## src/rtl/instruction_fetch_unit.sv

```systemverilog
// rtl/instruction_fetch_unit.sv - instruction fetch unit: PC owner, memory read initiator, fetch FIFO (optional FETCH_ALIGN_CHECK_EN)
module instruction_fetch_unit #(
   parameter logic [63:0] RESET_PC   = 64'h0,
   parameter int          FIFO_DEPTH = 4
) (
   input  logic        clk,
   input  logic        reset,
   output logic        mem_enable,
   output logic        mem_read,
   output logic [63:0] mem_address,
   output logic [31:0] mem_data_in,
   input  logic [31:0] mem_data_out,
   output logic        instr_valid,
   input  logic        instr_ready,
   output logic [31:0] instr,
   output logic [63:0] instr_pc,
   input  logic        redirect_valid,
   input  logic [63:0] redirect_pc,
   output logic        fault
);

   localparam int PW = $clog2(FIFO_DEPTH);
   localparam int CW = PW + 1;

   typedef enum logic [1:0] {
      S_IDLE  = 2'd0,
      S_RUN   = 2'd1,
      S_FAULT = 2'd2
   } state_t;

   state_t         state;
   state_t         state_nxt;
   logic [63:0]    pc;
   logic [CW-1:0]  count;
   logic [PW-1:0]  wr_ptr;
   logic [PW-1:0]  rd_ptr;
   logic [31:0]    fifo_word [FIFO_DEPTH];
   logic [63:0]    fifo_pc   [FIFO_DEPTH];

   logic           redirect_take;
   logic           misaligned;
   logic [63:0]    aligned_pc;
   logic           fetch;
   logic           pop;

   // Once faulted the unit is frozen, so redirects no longer have any effect.
   assign redirect_take = redirect_valid && (state != S_FAULT);
   assign aligned_pc    = redirect_pc & {{62{1'b1}}, 2'b00};

`ifdef FETCH_ALIGN_CHECK_EN
   assign misaligned = (redirect_pc[1:0] != 2'b00);
   assign fault      = (state == S_FAULT);
`else
   assign misaligned = 1'b0;
   assign fault      = 1'b0;
`endif

   assign mem_read    = 1'b1;
   assign mem_data_in = 32'h0;
   assign mem_address = pc;

   // A push happens exactly when memory is accessed; a redirect already masks mem_enable.
   assign fetch = mem_enable;
   assign pop   = instr_valid && instr_ready && !redirect_take;

   // State register.
   always_ff @(posedge clk or posedge reset) begin
      if (reset) begin
         state <= S_IDLE;
      end else begin
         state <= state_nxt;
      end
   end

   // Next-state logic: leave idle on the first edge, fault only on a misaligned redirect.
   always_comb begin
      state_nxt = state;
      case (state)
         S_IDLE:  state_nxt = (redirect_take && misaligned) ? S_FAULT : S_RUN;
         S_RUN:   if (redirect_take && misaligned) state_nxt = S_FAULT;
         S_FAULT: state_nxt = S_FAULT;
         default: state_nxt = S_IDLE;
      endcase
   end

   // Output logic: fetch while running with room (no pop bypass), present the FIFO head.
   always_comb begin
      mem_enable  = 1'b0;
      instr_valid = 1'b0;
      instr       = 32'h0;
      instr_pc    = 64'h0;
      if (state == S_RUN) begin
         mem_enable = (count < CW'(FIFO_DEPTH)) && !redirect_valid;
      end
      if ((state != S_FAULT) && (count != '0)) begin
         instr_valid = 1'b1;
         instr       = fifo_word[rd_ptr];
         instr_pc    = fifo_pc[rd_ptr];
      end
   end

   // PC, occupancy and pointers; a redirect wins over any coincident push or pop.
   always_ff @(posedge clk or posedge reset) begin
      if (reset) begin
         pc     <= RESET_PC;
         count  <= '0;
         wr_ptr <= '0;
         rd_ptr <= '0;
      end else if (redirect_take) begin
         count  <= '0;
         wr_ptr <= '0;
         rd_ptr <= '0;
         if (!misaligned) begin
            pc <= aligned_pc;
         end
      end else begin
         if (fetch) begin
            pc     <= pc + 64'd4;
            wr_ptr <= wr_ptr + PW'(1);
         end
         if (pop) begin
            rd_ptr <= rd_ptr + PW'(1);
         end
         count <= count + CW'(fetch) - CW'(pop);
      end
   end

   // FIFO storage: capture the word returned by the combinational memory with its PC.
   always_ff @(posedge clk) begin
      if (fetch) begin
         fifo_word[wr_ptr] <= mem_data_out;
         fifo_pc[wr_ptr]   <= pc;
      end
   end

endmodule

```

## config.mk

```make
export PLATFORM = sky130hd
export DESIGN_NAME = instruction_fetch_unit
export DESIGN_NICKNAME = d
export VERILOG_FILES = /design/src/rtl/instruction_fetch_unit.sv
export SDC_FILE = /design/constraint.sdc
export NUM_CORES = 1
export LEC_CHECK = 0
export ABC_AREA = 1
export CAP_MARGIN = 20
export CORE_ASPECT_RATIO = 0.6
export CORE_UTILIZATION = 37
export CTS_CLUSTER_DIAMETER = 120
export DETAILED_ROUTE_END_ITERATION = 10
export GPL_TIMING_DRIVEN = 0
export PLACE_DENSITY_LB_ADDON = 0.15
export SLEW_MARGIN = 20
export SYNTH_ARGS = -nofsm -noshare
export SYNTH_HDL_FRONTEND = slang
export SYNTH_SLANG_ARGS = --single-unit
```

## constraint.sdc

```tcl
create_clock -name clk -period 5.5 [get_ports clk]
set_clock_uncertainty 0.05 [all_clocks]
set_input_delay 0.825 -clock clk [delete_from_list [all_inputs] [get_ports clk]]
set_output_delay 0.825 -clock clk [all_outputs]
set_load 0.01 [all_outputs]
```

==> flow_metrics.env <==
export IMPL_synth_cells=2042
export IMPL_slew_violations=0
export IMPL_period_needed_ns=4.308
export IMPL_place_hpwl_microns=46820
export IMPL_pwr_density_cell_mw_per_mm2=475.2
export IMPL_slew_headroom_pct=41.07
export IMPL_cp_slowest_cell="clkdlybuf4s50_1"
export IMPL_viasPerCell=4.996
export IMPL_synth_seq_cells=447
export IMPL_cts_tree="done"
export IMPL_initial_utilization_pct=37.45
export IMPL_vias=15720
export IMPL_pre_cts_ws_ns=1.675
export IMPL_htreeDepth=2
export IMPL_leakage_uw=0.009700
export IMPL_drtIter0Drc=1395
export IMPL_worst_slack_ns=1.192
export IMPL_routed_wirelength_microns=65200
export IMPL_holdBufCountCts=0
export IMPL_num_rows=66
export IMPL_first_pass_iters=6
export IMPL_gp_congestion=0.9197
export IMPL_post_cts_setup_buffers=0
export IMPL_power_uw=12250
export IMPL_fin_nets=2506
export IMPL_fmax_mhz=232.1
export IMPL_grt_pass1_vias=14940
export IMPL_report_final_hold_viol_count=0
export IMPL_cts_made_buffers=44
export IMPL_finalCritPeriodShare_pct=78.32
export IMPL_crit_buf_inv=6
export IMPL_port_buffers=255
export IMPL_fp_dieW_microns=304.3
export IMPL_synth_top_area_cell="edfxtp_1"
export IMPL_grt_max_degree=53
export IMPL_power_switching_uw=4287
export IMPL_io_pins=296
export IMPL_postRouteAntennaNets=0
export IMPL_syn2layout_area_growth_pct=27.13
export IMPL_startpoint_type="register"
export IMPL_p_int_uw=7967
export IMPL_syn_area_sq_mm=0.02029
export IMPL_worstMarginPinSlew_ns=0.8839
export IMPL_ys_warn_count=0
export IMPL_path_delay_family="buffers and inverters"
export IMPL_synth_cell_types=39
export IMPL_seq_power_share_pct=39.7
export IMPL_hold_path_class="register to register"
export IMPL_core_area_sq_mm=0.05417
export IMPL_rsz0062_at_grt="false"
export IMPL_worst_setup_path_end_kind="output port"
export IMPL_cts_clk_slew_worst_paths_ns=0.06
export IMPL_syn_avg_cell_area_sq_um=9.934
export IMPL_maxCapViolCount=0
export IMPL_drc=0
export IMPL_antenna_found_initial=0
export IMPL_clock_latency_ns=0.57
export IMPL_wire_per_inst_microns=20.72
export IMPL_yosysSeqAreaShare_pct=64.42
export IMPL_slowest_delay_ns=0.56
export IMPL_grt_ovfl_total=0
export IMPL_ir_drop_v=0.0002049
export IMPL_crit_fanout=10
export IMPL_cp_common_cell="buf_2"
export IMPL_die_h_microns=183.4
export IMPL_cts_resized=0
export IMPL_criticalPathCategory="register to output port"
export IMPL_setup_viol=0
export IMPL_nFillCells=4999
export IMPL_fp_dieArea_sq_mm=0.05580
export IMPL_grt_pass1_wl_microns=95760
export IMPL_p_sw_share_pct=34.99
export IMPL_crit_required_ns=4.62
export IMPL_p_clk_share_pct=24.9
export IMPL_synth_top_cells_by_area="edfxtp_1 56%, nor2_1 9.3%, dfrtp_1 8.8%"
export IMPL_insertedDiodeCount=0
export IMPL_worstPathCellList="buf_2 -> inv_2 -> buf_4 -> buf_2 -> buf_2 -> o21ai_0 -> a21oi_1 -> clkdlybuf4s50_1"
export IMPL_cp_arrival_ns=3.43
export IMPL_drive_above_1_share_pct=8.796
export IMPL_track_usage_pct=23.05
export IMPL_clockBufferDepth=3
export IMPL_cts_root_buf="clkbuf_16"
export IMPL_outcome="complete, no violations"
export IMPL_combPwrFrac_pct=35.4
export IMPL_netlist_area_leader_share_pct=55.66
export IMPL_cts_sinks=447
## sequential cells by signal, indices dropped and copies added (netlist names)
register / count
fifo_pc: 248
fifo_word: 128
mem_address: 62
count: 3
rd_ptr: 2
state: 2
wr_ptr: 2
## power groups by stage
| stage | clock, uW | combinational [uW] | sequential, uW |
|---|---|---|---|
| after floorplan | 0 | 2000 | 4860 |
| after global placement | 0 | 4190 | 5050 |
| after detailed placement | 0 | 4370 | 4940 |
| after CTS | 3120 | 4390 | 4870 |
| after global routing | 3240 | 4730 | 4930 |
| final | 3050 | 4340 | 4870 |
## cell type report
class / instances / area [sq um] / area share [%]
buffer: 138 / 738.2 / 2.863
clock buffer: 63 / 1242 / 4.818
clock inverter: 18 / 198.9 / 0.7714
inverter: 117 / 441.7 / 1.713
multi-input combinational: 1376 / 6206 / 24.06
sequential: 447 / 13070 / 50.67
tap: 714 / 893.4 / 3.464
timing repair buffer: 274 / 3000 / 11.63
## metal layers
layer | wire (microns) | share of wire [%] | GRT usage, %
met5 | 0 | 0 | 0
met4 | 737 | 1.1 | 3.616
met3 | 4683 | 7.2 | 4.160
met2 | 28710 | 44 | 35.24
met1 | 31070 | 48 | 34.64
## worst paths after layout
path                                  startpoint                           to  slack [ns]  cells past startpoint
hold reg to reg             state[1]$_DFFE_PP0P_         state[0]$_DFFE_PP0P_        0.43                      1
setup / recovery           rd_ptr[0]$_DFFE_PP0P_                    instr[21]        1.19                      8
setup reg to reg              count[1]$_DFF_PP0_           count[2]$_DFF_PP0_        2.52                     12
max in group asynchronous                  reset  mem_address[19]$_DFFE_PP0N_        4.29                      3
min in group asynchronous                  reset  mem_address[38]$_DFFE_PP0N_        0.54                      2
hold / removal              state[1]$_DFFE_PP0P_         state[0]$_DFFE_PP0P_        0.43                      1
## kinds of logic after synthesis
kind of cell | after synthesis | share of synthesized area, %
simple gates | 922 | 18.49
flops | 447 | 64.42
compound gates | 395 | 10.15
buf+inv | 255 | 5.804
xor+xnor | 11 | 0.4750
fa+ha+maj | 8 | 0.5304
other cells | 2 | 0.03702
mux | 2 | 0.09869
## Yosys cell counts (all sizes together)
cell	instances
nor2	528
edfxtp	376
nand2	316
o21ai	257
inv	115
a21oi	108
buf	92
dfrtp	71
nand3	61
clkbuf	46
nand4	14
o211ai	10
o21bai	9
xor2	9
ha	7
a211oi	5
a31oi	3
clkinv	2
conb	2
mux2i	2
o31ai	2
or2	2
xnor2	2
a22oi	1
fa	1
nand3b	1
## metrics by stage
step	instances	utilization [%]	cell area (sq um)	TNS (ns)	hold slack, ns
after floorplan	2078	-	20420	-120.53	0.3901
after global placement	3047	44.06	23870	-1664.18	0.3998
after detailed placement	3066	44.94	24350	0	0.4187
after CTS	3147	47.60	25790	0	0.4286
after global routing	3147	47.60	25790	0	0.4579
final	3147	47.60	25790	0	0.4259
## cell usage in the layout, fill, tap and decap left out, drive strengths merged, types with 38 or more instances in the layout
cell type      count
nand3             61
a21oi            108
inv              117
clkbuf           109
clkdlybuf4s50    255
o21ai            257
edfxtp           376
buf              111
conb              38
nand2            316
nor2             528
dfrtp             71
Power figures use the tool's default switching activity.
